==> config.mk <==
export PLATFORM = sky130hd
export DESIGN_NAME = comparator_result_debouncer_flat
export DESIGN_NICKNAME = d
export VERILOG_FILES = /design/src/rtl/comparator_result_debouncer_if.sv /design/src/rtl/comparator_result_debouncer.sv /design/src/flat_wrapper.sv
export SDC_FILE = /design/constraint.sdc
export NUM_CORES = 1
export LEC_CHECK = 0
export BUFFER_PORTS_ARGS = -buffer_cell sky130_fd_sc_hd__buf_2
export CORE_MARGIN = 3
export CORE_UTILIZATION = 49
export DETAILED_ROUTE_END_ITERATION = 10
export HOLD_SLACK_MARGIN = 0.06
export PLACE_DENSITY = 0.74
export SYNTH_ARGS = -nofsm -noshare
export SYNTH_HDL_FRONTEND = slang
export SYNTH_SLANG_ARGS = --single-unit
==> constraint.sdc <==
create_clock -name Clock_In -period 1.92 [get_ports Clock_In]
set_clock_uncertainty 0.15 [all_clocks]
set_input_delay 0.192 -clock Clock_In [delete_from_list [all_inputs] [get_ports Clock_In]]
set_output_delay 0.192 -clock Clock_In [all_outputs]
set_load 0.005 [all_outputs]
==> src/rtl/comparator_result_debouncer_if.sv <==
// Bundles the comparator flags, sample strobe, clear and debounced results into one port.
// master drives the comparator side; slave is the debouncer.
interface comparator_result_debouncer_if #(
    parameter int unsigned CNT_WIDTH = 8
);
    logic                 Sample_Valid_In;
    logic                 A_Less_Than_B_In;
    logic                 A_Equal_To_B_In;
    logic                 A_Greater_Than_B_In;
    logic                 Clear_In;
    logic [1:0]           State_Out;
    logic                 Change_Pulse_Out;
    logic [CNT_WIDTH-1:0] Transition_Count_Out;
    logic                 Invalid_Flag_Out;

    modport master (
        output Sample_Valid_In,
        output A_Less_Than_B_In,
        output A_Equal_To_B_In,
        output A_Greater_Than_B_In,
        output Clear_In,
        input  State_Out,
        input  Change_Pulse_Out,
        input  Transition_Count_Out,
        input  Invalid_Flag_Out
    );

    modport slave (
        input  Sample_Valid_In,
        input  A_Less_Than_B_In,
        input  A_Equal_To_B_In,
        input  A_Greater_Than_B_In,
        input  Clear_In,
        output State_Out,
        output Change_Pulse_Out,
        output Transition_Count_Out,
        output Invalid_Flag_Out
    );
endinterface

==> src/rtl/comparator_result_debouncer.sv <==
// Debounces one-hot comparator flags: a new relation must persist for PERSIST_COUNT valid
// samples before it is committed; also counts transitions and flags malformed samples.
module comparator_result_debouncer #(
    parameter int unsigned PERSIST_COUNT = 4,
    parameter int unsigned CNT_WIDTH     = 8
) (
    input logic                         Clock_In,
    input logic                         Reset_N_In,
    comparator_result_debouncer_if.slave bus
);
    typedef enum logic [1:0] {
        StUnknown = 2'b00,
        StLess    = 2'b01,
        StEqual   = 2'b10,
        StGreater = 2'b11
    } state_e;

    localparam int unsigned PersW = (PERSIST_COUNT > 1) ? $clog2(PERSIST_COUNT) : 1;
    localparam logic [PersW:0] PersTarget = (PersW + 1)'(PERSIST_COUNT);

    state_e               state_q, state_d;
    state_e               cand_q, cand_d;
    logic [PersW-1:0]     pers_q, pers_d;
    logic                 pulse_q, pulse_d;
    logic [CNT_WIDTH-1:0] cnt_q, cnt_d;
    logic                 inv_q, inv_d;

    state_e               code;
    logic                 well_formed;
    logic                 commit;
    logic [PersW:0]       pers_inc;

    // X/Z or multi-hot flags fall through to the default and count as malformed.
    always_comb begin
        code        = StUnknown;
        well_formed = 1'b0;
        case ({bus.A_Less_Than_B_In, bus.A_Equal_To_B_In, bus.A_Greater_Than_B_In})
            3'b100:  begin code = StLess;    well_formed = 1'b1; end
            3'b010:  begin code = StEqual;   well_formed = 1'b1; end
            3'b001:  begin code = StGreater; well_formed = 1'b1; end
            default: begin code = StUnknown; well_formed = 1'b0; end
        endcase
    end

    always_comb begin
        state_d  = state_q;
        cand_d   = cand_q;
        pers_d   = pers_q;
        pulse_d  = 1'b0;
        cnt_d    = cnt_q;
        inv_d    = inv_q;
        commit   = 1'b0;
        pers_inc = {1'b0, pers_q} + 1'b1;

        if (bus.Sample_Valid_In) begin
            if (!well_formed) begin
                inv_d  = 1'b1;
                pers_d = '0;
            end else if (code == state_q) begin
                pers_d = '0;
                cand_d = code;
            end else if (code == cand_q) begin
                if (pers_inc == PersTarget) begin
                    commit = 1'b1;
                end else begin
                    pers_d = pers_inc[PersW-1:0];
                end
            end else begin
                cand_d = code;
                if (PERSIST_COUNT == 1) begin
                    commit = 1'b1;
                end else begin
                    pers_d = PersW'(1);
                end
            end

            if (commit) begin
                state_d = code;
                pulse_d = 1'b1;
                pers_d  = '0;
                // Leaving UNKNOWN is the first lock, not a transition.
                if (state_q != StUnknown && cnt_q != '1) begin
                    cnt_d = cnt_q + 1'b1;
                end
            end
        end

        if (bus.Clear_In) begin
            cnt_d = '0;
            inv_d = 1'b0;
        end
    end

    always_ff @(posedge Clock_In or negedge Reset_N_In) begin
        if (!Reset_N_In) begin
            state_q <= StUnknown;
            cand_q  <= StUnknown;
            pers_q  <= '0;
            pulse_q <= 1'b0;
            cnt_q   <= '0;
            inv_q   <= 1'b0;
        end else begin
            state_q <= state_d;
            cand_q  <= cand_d;
            pers_q  <= pers_d;
            pulse_q <= pulse_d;
            cnt_q   <= cnt_d;
            inv_q   <= inv_d;
        end
    end

    assign bus.State_Out            = state_q;
    assign bus.Change_Pulse_Out     = pulse_q;
    assign bus.Transition_Count_Out = cnt_q;
    assign bus.Invalid_Flag_Out     = inv_q;
endmodule

==> src/flat_wrapper.sv <==
// flat-port wrapper written by rule: the top's interface ports become plain ports
module comparator_result_debouncer_flat 
#(
    parameter int unsigned PERSIST_COUNT = 4,
    parameter int unsigned CNT_WIDTH     = 8
)
  (Clock_In, Reset_N_In, bus_Sample_Valid_In, bus_A_Less_Than_B_In, bus_A_Equal_To_B_In, bus_A_Greater_Than_B_In, bus_Clear_In, bus_State_Out, bus_Change_Pulse_Out, bus_Transition_Count_Out, bus_Invalid_Flag_Out);
  comparator_result_debouncer_if #(.CNT_WIDTH(CNT_WIDTH)) bus_i ();
  input logic Clock_In;
  input logic Reset_N_In;
  input wire logic [$bits(bus_i.Sample_Valid_In)-1:0] bus_Sample_Valid_In;
  input wire logic [$bits(bus_i.A_Less_Than_B_In)-1:0] bus_A_Less_Than_B_In;
  input wire logic [$bits(bus_i.A_Equal_To_B_In)-1:0] bus_A_Equal_To_B_In;
  input wire logic [$bits(bus_i.A_Greater_Than_B_In)-1:0] bus_A_Greater_Than_B_In;
  input wire logic [$bits(bus_i.Clear_In)-1:0] bus_Clear_In;
  output wire logic [$bits(bus_i.State_Out)-1:0] bus_State_Out;
  output wire logic [$bits(bus_i.Change_Pulse_Out)-1:0] bus_Change_Pulse_Out;
  output wire logic [$bits(bus_i.Transition_Count_Out)-1:0] bus_Transition_Count_Out;
  output wire logic [$bits(bus_i.Invalid_Flag_Out)-1:0] bus_Invalid_Flag_Out;
  assign bus_i.Sample_Valid_In = bus_Sample_Valid_In;
  assign bus_i.A_Less_Than_B_In = bus_A_Less_Than_B_In;
  assign bus_i.A_Equal_To_B_In = bus_A_Equal_To_B_In;
  assign bus_i.A_Greater_Than_B_In = bus_A_Greater_Than_B_In;
  assign bus_i.Clear_In = bus_Clear_In;
  assign bus_State_Out = bus_i.State_Out;
  assign bus_Change_Pulse_Out = bus_i.Change_Pulse_Out;
  assign bus_Transition_Count_Out = bus_i.Transition_Count_Out;
  assign bus_Invalid_Flag_Out = bus_i.Invalid_Flag_Out;
  comparator_result_debouncer #(.PERSIST_COUNT(PERSIST_COUNT), .CNT_WIDTH(CNT_WIDTH)) u_core (.Clock_In(Clock_In), .Reset_N_In(Reset_N_In), .bus(bus_i));
endmodule
==> results.sh <==
export IMPL_gp_congestion=0.782
export IMPL_area_growth_pct=45.3
export IMPL_tightestPinTransition_ps=380
export IMPL_grt_start_max_net_pins=17
export IMPL_vias=1110
export IMPL_root_buffer="clkbuf_4"
export IMPL_grt_overflow_total=0
export IMPL_p_seq_share_pct=46.9
export IMPL_maxSlewHeadroom_pct=74.7
export IMPL_cts_tree="built"
export IMPL_worst_slack_ps=-133
export IMPL_rsz0062_at_grt="yes"
export IMPL_synth_edff_count=0
export IMPL_die_area_um2=2760
export IMPL_routed_wl_mm=3.02
export IMPL_dieWidth_um=52.5
export IMPL_drt_first_pass_iters=4
export IMPL_arrival_ps=2140
export IMPL_p_int_uw=550
export IMPL_p_leak_uw=0.000730
export IMPL_drive_above_1_share_pct=45.4
export IMPL_setup_viol=9
export IMPL_yosysSeqAreaShare_pct=37.8
export IMPL_cp_start_kind="flop"
export IMPL_crit_required_ps=2000
export IMPL_ys_warnings_count=0
export IMPL_cts_buffers=3
export IMPL_die_h_um=52.5
export IMPL_netlist_instances=113
export IMPL_diodes=0
export IMPL_max_cap_violations=0
export IMPL_syn_area_um2=1060
export IMPL_syn_num_nets=122
export IMPL_fin_util_pct=76.9
export IMPL_antenna_found_initial=0
export IMPL_async_flop_share_pct=100
export IMPL_io_buffer_count=18
export IMPL_netlist_cell_type_count=43
export IMPL_grt_use_total_pct=22.8
export IMPL_comb_power_share_pct=22.8
export IMPL_p_sw_uw=213
export IMPL_clk_path_buf_depth=2
export IMPL_viasPerCell=5.84
export IMPL_cts_htree_levels=1
export IMPL_drtIter0Drc=45
export IMPL_final_cell_mix="30 x buf_4, 18 x buf_2, 16 x dfrtp_1, 9 x a21oi_1"
export IMPL_status="complete, but fails checks"
export IMPL_maxSlewViolCount=0
export IMPL_layout_commonest_cell="buf_4"
export IMPL_hold_viol=0
export IMPL_ir_worst_vdd_v=0.000437
export IMPL_clk_latency_ps=300
export IMPL_initial_core_util_pct=52.9
export IMPL_violations="setup timing"
export IMPL_holdCritPathClass="input pin to flop"
export IMPL_postSynthAreaPerCell_um2=9.38
export IMPL_final_nets=173
export IMPL_grt_pass1_vias=1018
export IMPL_tns_ps=-708
export IMPL_dp_hpwl_mm=1.89
export IMPL_wire_per_inst_um=15.9
export IMPL_fin_crit_ps=2050
export IMPL_timing_fmax_ghz=0.487
export IMPL_cts_clk_slew_worst_paths_ps=100
export IMPL_drtAntennaViolNets=0
export IMPL_ys_flop_type="dfrtp_1"
export IMPL_end_kind="flop"
export IMPL_io_pins=19
export IMPL_drc=0
export IMPL_switching_share_pct=27.9
export IMPL_ys_ff_latch=16
export IMPL_power_frac_clock_pct=30.2
export IMPL_fin_crit_sh_pct=107
export IMPL_coreArea_um2=2000
export IMPL_cts_num_sinks=16
export IMPL_pwr_density_cell_nw_per_um2=495
export IMPL_crit_fanout=7
export IMPL_grt_pass1_wl_mm=4.63
export IMPL_rows=16
export IMPL_crit_type="flop to flop"
[cells in the mapped netlist (2+ instances only)]
master	count	area share [%]
nand3_1	5	2.4
or3_1	6	3.5
o31ai_1	5	3.5
xor2_1	3	2.5
o21ai_1	4	1.9
clkbuf_1	3	1.1
nand4b_1	2	1.7
dfrtp_1	16	38
inv_1	6	2.1
xnor2_1	2	1.7
nand4_1	2	1.2
nor2b_1	2	1.2
buf_1	2	0.71
o21ai_0	6	2.8
o31a_1	2	1.7
buf_2	3	1.4
nand2b_1	2	1.2
or4_1	3	2.1
a21oi_1	11	5.2
nand2_1	2	0.71
nor2_1	3	1.1
ha_1	2	2.4
[through the flow]
stage	hold slack (ps)	cells	worst slack (ps)	total power [µW]	instance area, µm²
5_1_grt	152	190	-237	797	1540
4_1_cts	105	184	-93.0	746	1440
3_3_place_gp	-22.9	172	-186	495	1320
3_5_place_dp	-18.0	172	-296	502	1320
6_report	94.6	190	-133	763	1540
2_1_floorplan	-254	113	-56.3	447	1070
[cell type report]
| class | count | area [µm²] |
|---|---|---|
| fill | 152 | 462 |
| inverter | 7 | 26.3 |
| sequential | 16 | 400 |
| timing repair buffer | 54 | 380 |
| tap | 27 | 33.8 |
| clock buffer | 4 | 36.3 |
| multi-input combinational | 82 | 663 |
[worst max-delay path, stage by stage (launching register included)]
cell,delay (ps)
dfrtp_1,450
a21oi_1,90
a221oi_2,300
a21oi_2,110
nand4b_4,250
or4_1,510
a21oi_1,130
[registers in the layout, summed over array words and instances (netlist names)]
register / cells
u_core.bus.Invalid_Flag_Out: 1
u_core.bus.State_Out: 2
u_core.pers_q: 2
u_core.cand_q: 2
u_core.bus.Transition_Count_Out: 8
u_core.bus.Change_Pulse_Out: 1
[what timing repair did]
| item | CTS | global route |
|---|---|---|
| cloned | 1 | 0 |
| resized for setup | 4 | 11 |
| hold buffers | 2 | 0 |
| pin swaps | 7 | 5 |
| setup buffers | 5 | 6 |
| hold endpoints to repair | 24 | 0 |
| setup endpoints to repair | 6 | 12 |
[per-layer routing]
metal / vias up / global-route usage, % / wire [µm]
li1: 527 / - / -
met1: 540 / 30.3 / 1300
met2: 31 / 37.8 / 1530
met3: 12 / 1.71 / 103
met4: 0 / 9.36 / 81
met5: - / 0 / 0
[power groups by stage]
stage	Sequential (µW)	Clock (µW)	Combinational [µW]
after floorplan	365	0	81.9
after global placement	362	0	132
after detailed placement	363	0	139
after CTS	356	231	159
after global routing	360	246	191
final	358	231	174
[path summary, 6_finish.rpt]
kind                                                               from                                             end  slack [ps]  cells after the start
worst max-delay path                       u_core.cand_q[1]$_DFFE_PN0P_  u_core.bus.Transition_Count_Out[2]$_DFFE_PN0P_        -130                      6
worst min-delay path                                bus_Sample_Valid_In                    u_core.pers_q[1]$_DFFE_PN0P_          90                      2
worst max register to register             u_core.cand_q[1]$_DFFE_PN0P_  u_core.bus.Transition_Count_Out[2]$_DFFE_PN0P_        -130                      6
worst min register to register  u_core.bus.Invalid_Flag_Out$_DFFE_PN0P_         u_core.bus.Invalid_Flag_Out$_DFFE_PN0P_         370                      2
max in group asynchronous                                    Reset_N_In             u_core.bus.State_Out[1]$_DFFE_PN0P_        1170                      2
min in group asynchronous                                    Reset_N_In  u_core.bus.Transition_Count_Out[2]$_DFFE_PN0P_         180                      2
[kinds of logic after synthesis]
kind of cell	after synthesis	share of synthesized area, %
fa+ha+maj	2	2.36
flops	16	37.8
simple gates	32	21.4
mux	2	2.01
buf+inv	16	6.73
xor+xnor	5	4.13
compound gates	40	25.6
Power figures use the tool's default switching activity.
